===== src/rtl/fetch_unit.sv =====
// fetch_unit: RV32I fetch front end; owns the PC, issues credit-limited word requests,
// buffers responses in a prefetch FIFO and flushes on EXE redirects.
module fetch_unit #(
   parameter logic [31:0] RESET_PC   = 32'h0000_0000,
   parameter int          FIFO_DEPTH = 2,
   parameter logic [31:0] BUBBLE     = 32'h0000_0013
) (
   input  logic        clk,
   input  logic        reset,
   output logic        mem_req,
   output logic [31:0] mem_addr,
   input  logic        mem_gnt,
   input  logic        mem_rvalid,
   input  logic [31:0] mem_rdata,
   input  logic        redirect_valid,
   input  logic [31:0] redirect_pc,
   input  logic        id_ready,
   output logic        if_valid,
   output logic [31:0] if_pc,
   output logic [31:0] if_inst
);
   localparam int AW = $clog2(FIFO_DEPTH);
   localparam int CW = AW + 1;
   localparam logic [CW:0] LIM = FIFO_DEPTH[CW:0];
   logic [31:0]   r_pc;
   logic [CW-1:0] r_count;
   logic [CW-1:0] r_out;
   logic [CW-1:0] r_discard;
   logic [AW-1:0] r_wptr;
   logic [AW-1:0] r_rptr;
   logic [31:0]   r_fifo_pc [FIFO_DEPTH];
   logic [31:0]   r_fifo_inst [FIFO_DEPTH];
   logic          w_gnt;
   logic          w_rsp;
   logic          w_drop;
   logic          w_push;
   logic          w_pop;
   logic [31:0]   w_rsp_pc;
   assign mem_req  = reset && !redirect_valid && (({1'b0, r_count} + {1'b0, r_out}) < LIM);
   assign mem_addr = r_pc;
   assign w_gnt    = mem_req && mem_gnt;
   // a response with nothing outstanding belongs to a request abandoned by reset
   assign w_rsp    = mem_rvalid && (r_out != '0);
   assign w_drop   = r_discard != '0;
   assign w_push   = w_rsp && !w_drop && !redirect_valid;
   assign if_valid = (r_count != '0) && !redirect_valid;
   assign w_pop    = if_valid && id_ready;
   // stale requests are always the oldest, so with discard==0 the head response is r_out words behind r_pc
   assign w_rsp_pc = r_pc - 32'({r_out, 2'b00});
   assign if_pc    = if_valid ? r_fifo_pc[r_rptr] : 32'h0;
   assign if_inst  = if_valid ? r_fifo_inst[r_rptr] : BUBBLE;
   always_ff @(posedge clk) begin
      if (!reset) begin
         r_pc      <= RESET_PC & ~32'd3;
         r_count   <= '0;
         r_out     <= '0;
         r_discard <= '0;
         r_wptr    <= '0;
         r_rptr    <= '0;
      end else if (redirect_valid) begin
         r_pc      <= redirect_pc & ~32'd3;
         r_count   <= '0;
         r_wptr    <= '0;
         r_rptr    <= '0;
         r_out     <= r_out - CW'(w_rsp);
         r_discard <= r_out - CW'(w_rsp);
      end else begin
         r_pc      <= w_gnt ? r_pc + 32'd4 : r_pc;
         r_out     <= r_out + CW'(w_gnt) - CW'(w_rsp);
         r_discard <= r_discard - CW'(w_rsp && w_drop);
         r_count   <= r_count + CW'(w_push) - CW'(w_pop);
         r_wptr    <= r_wptr + AW'(w_push);
         r_rptr    <= r_rptr + AW'(w_pop);
      end
   end
   always_ff @(posedge clk) begin
      if (w_push) begin
         r_fifo_pc[r_wptr]   <= w_rsp_pc;
         r_fifo_inst[r_wptr] <= mem_rdata;
      end
   end
endmodule


===== config.mk =====
export PLATFORM = sky130hd
export DESIGN_NAME = fetch_unit
export DESIGN_NICKNAME = d
export VERILOG_FILES = /design/src/rtl/fetch_unit.sv
export SDC_FILE = /design/constraint.sdc
export NUM_CORES = 1
export LEC_CHECK = 0
export CELL_PAD_IN_SITES_DETAIL_PLACEMENT = 0
export CELL_PAD_IN_SITES_GLOBAL_PLACEMENT = 2
export CORE_ASPECT_RATIO = 0.6
export CORE_MARGIN = 3
export CORE_UTILIZATION = 33
export DETAILED_ROUTE_END_ITERATION = 8
export GPL_ROUTABILITY_DRIVEN = 0
export GPL_TIMING_DRIVEN = 0
export PLACE_DENSITY_LB_ADDON = 0.1
export SYNTH_ARGS = -nofsm -noshare
export SYNTH_HDL_FRONTEND = slang
export SYNTH_SLANG_ARGS = --single-unit

===== constraint.sdc =====
create_clock -name clk -period 4.2 [get_ports clk]
set_clock_uncertainty 0.15 [all_clocks]
set_input_delay 1.26 -clock clk [delete_from_list [all_inputs] [get_ports clk]]
set_output_delay 1.26 -clock clk [all_outputs]
set_load 0.02 [all_outputs]

==> results by stage <==
Detailed routing:
- For this block, wires on met1 add up to 11700 um.
- For this block, the routed nets add up to 22500 um of wire.
- The routed via count divided by cell count is 5.06.
- The detail-routed net length per standard cell is 18.9 um.
- The sum of met3 wire segment lengths after detailed routing is 1290 um.
- The via count is 6001.
- For this run, design rule violations remaining after detail routing come to 0.
- The met2 layer wire length in the routed design is 9290 um.
- The first detailed-routing pass took 5 iterations.
- In this run, the number of DRC markers left after iteration 0 of detailed routing was 318.
- The highest metal layer with signal wires is met4.
- Once detail routing completed, the nets flagged for antenna violations numbered 0.

Placement:
- The total placed instance area is 9770 um2.
- The count of buffers inserted at the top-level ports is 161.
- After legalization and detailed placement, the total HPWL measured 16800 um.
- The pre-CTS worst setup slack is -1400 ps.

Die:
- For this configuration, the core starts out at a cell density of 0.343.
- Pin placement for this block handled 168 I/O pins.
- The vertical die dimension is 125 um.
- The die footprint is 25400 um2.
- In this run the standard cell core region covers 22500 um2.
- The die is 204 um wide.
- The count of standard-cell rows is 42.

Pwr:
- Of the total power, the share spent switching nets is 0.279.
- The standby leakage power is 3.64 nW.
- The power per standard cell area is 395 nW/um2.
- The register share of total power is 0.467.
- Internal power comes to 2.93 mW.
- The analysis attributes to net switching a power of 1.14 mW.
- The worst IR drop on VDD is 0.273 mV.
- The share of total power dissipated in combinational logic is 0.158.
- The share of total power dissipated in the clock network is 0.374.

Final layout:
- The area added between synthesis and finish is 33.3%.
- The area of all placed cells without fillers is 10300 um2.
- In the final layout, the share of cells above drive strength 1 is 0.0672.
- The layout has 2117 filler cells.
- The net count of the finished layout is 949.
- The repair_antennas step left the layout with diodes totalling 0.

Synthesis:
- The area share of the largest cell type after synthesis is 0.481.
- The number of instances in the synthesized netlist is 682.
- In this run, synthesis produced a sequential element count of 162.
- The synthesized netlist occupies a cell area of 7740 um2.
- The yosys synthesis warning count is 0.
- The sequential share of the synthesized area is 0.580.
- In this run the mean area of a mapped cell was 11.3 um2.
- The most common cell in the synthesized netlist is sky130_fd_sc_hd__edfxtp_1.
- After synthesis, the cell types taking the most area are sky130_fd_sc_hd__edfxtp_1, sky130_fd_sc_hd__dfxtp_1, sky130_fd_sc_hd__mux2i_1.
- Among all flip-flop cells after synthesis, the most frequent one is sky130_fd_sc_hd__edfxtp_1.
- The largest total area in the synthesized netlist belongs to sky130_fd_sc_hd__edfxtp_1.
- After synthesis, the netlist uses 56 different library cells.
- In the synthesized netlist the async set-or-reset flop fraction comes to 0.
- Counting flops with a built-in enable in the synthesized netlist gives 124.
- By count the netlist is led by sky130_fd_sc_hd__edfxtp_1, sky130_fd_sc_hd__nor2_1, sky130_fd_sc_hd__mux2i_1.

Timing:
- Static timing analysis puts the maximum clock frequency at 244 MHz.
- The final count of hold timing violations is 0.
- The final number of max-transition violations was 0.
- In this run the tightest slew margin relative to its limit is 0.209.
- For the finished layout, the period the worst path requires is 4100 ps.
- The transition time at the pin with the least slew margin is 1180 ps.
- Setup repair after global routing left no endpoint under its margin.
- Dividing the final minimum period by the clock period gives 0.976.
- The count of final setup violators is 0.
- The worst path meets setup with 101 ps of slack.

Clock network:
- The largest buffer count on any clock path is 2.
- The H-tree generated during clock tree synthesis spans 4 levels.
- At the later pin of the worst-skew pair, clock insertion delay measures 430 ps.
- CTS placed an instance of sky130_fd_sc_hd__clkbuf_16 at the clock tree root.
- The TritonCTS buffer count is 17.
- The number of hold buffers added after CTS was 0.
- The count of clock tree sinks is 162.
- After clock tree synthesis, the clock-pin slew on the worst setup and hold paths is 60 ps.
- The CTS tree is yes.

Setup path:
- The worst setup path is captured at an output port.
- The critical path is of the in -> out type.
- STA classifies the critical path startpoint as an input port.
- The peak fanout along the critical path is 9.
- Data arrives at the worst endpoint at 2690 ps.
- Data on the critical path is required at its endpoint by 2790 ps.

Job:
- The max capacitance violation total is 0.

GRT:
- Entering global routing, the biggest net connects 63 pins.
- The via count of the first global-routing pass was 5994.
- For this run the aggregate overflow at the end of global routing stands at 0.
- The global-route wire length before repair is 35000 um.
- The global-route total usage across every layer is 0.179.
- The number of antenna violations at the first check in global routing is 0.

Run status:
- The run finished with clean final reports.

Worst hold path:
- The type of the most critical hold path is reg -> reg.
-- sequential cells by signal (all words and copies together), names as in the netlist --
signal       flops
r_fifo_inst     64
r_fifo_pc       60
mem_addr        30
r_count          2
r_discard        2
r_out            2
r_rptr           1
r_wptr           1
-- power groups by stage --
| stage | sequential [mW] | clock (mW) | combinational (mW) |
|---|---|---|---|
| floorplan | 1.94 | 0 | 0.350 |
| global placement | 1.94 | 0 | 0.629 |
| detailed placement | 1.94 | 0 | 0.649 |
| CTS | 1.90 | 1.56 | 0.647 |
| global route | 1.91 | 1.64 | 0.710 |
| finish | 1.90 | 1.52 | 0.644 |
-- per-layer routing --
layer,GRT usage,vias to the layer above
met5,0,-
met4,0.0441,0
met3,0.0460,20
met2,0.250,185
met1,0.275,2925
li1,-,2871
-- cell families (layout without fill, tap and decap cells) --
logic type      after synthesis  in the layout  share of synthesized area
compound gates               78             78                     0.0658
buf+inv                      77            270                     0.0399
simple gates                244            244                      0.159
xor+xnor                     42             42                     0.0476
mux                          65             65                     0.0841
flops                       162            162                      0.580
other cells                   1              4                   0.000485
fa+ha+maj                    13             13                     0.0230
-- layout by cell type, fill, tap and decap left out, drive strengths merged, types with 4 or more instances in the layout --
master and instances:
xor2 14, a311oi 5, clkbuf 59, or4 9
nand3 20, inv 32, clkdlybuf4s50 96, a31oi 9
nor2 92, dlygate4sd2 64, edfxtp 124, and2 8
nand4 18, o21ai 29, and4 5, xnor2 28
conb 4, or3 12, buf 11, dfxtp 38
o211ai 4, a211oi 6, nor4 14, nor3 21
a21oi 9, ha 11, nand2 26, mux2i 65
-- area by class of cell --
type                       count  area (um2)  area share
sequential                   162        4480       0.435
multi-input combinational    446        3000       0.290
timing repair buffer         162        1540       0.149
clock buffer                  17         425      0.0412
tap                          308         385      0.0374
buffer                        52         239      0.0232
clock inverter                14         149      0.0144
inverter                      25        96.3     0.00934
-- final timing paths --
check	cells after the start	slack, ps	to	startpoint
max	5	100	if_valid	redirect_valid
min	2	450	mem_addr[2]	mem_addr[2]
max reg2reg	12	410	r_out[1]	r_out[1]
min reg2reg	2	450	mem_addr[2]	mem_addr[2]
-- metrics by stage --
stage / power [mW] / setup TNS, ps / hold slack, ps / utilization / cells
5_1_grt: 4.26 / 0 / 491 / 0.457 / 1186
2_1_floorplan: 2.29 / 0 / 385 / - / 685
3_3_place_gp: 2.57 / -242290 / 390 / 0.432 / 1154
4_1_cts: 4.11 / 0 / 451 / 0.457 / 1186
3_5_place_dp: 2.58 / -58690 / 447 / 0.433 / 1154
6_report: 4.07 / 0 / 448 / 0.457 / 1186
-- critical path, cell delays in order --
cell	delay, ps
sky130_fd_sc_hd__dlygate4sd2_1	300
sky130_fd_sc_hd__inv_4	140
sky130_fd_sc_hd__o21ai_4	140
sky130_fd_sc_hd__inv_1	190
sky130_fd_sc_hd__clkdlybuf4s50_1	650
-- timing repair --
item	in CTS	in global routing
endpoints found under the hold margin	0	0
setup endpoints to repair	64	4
pin swaps	0	0
setup buffers	1	0
gates resized for setup	80	3
(Power assumes the default switching activity.)
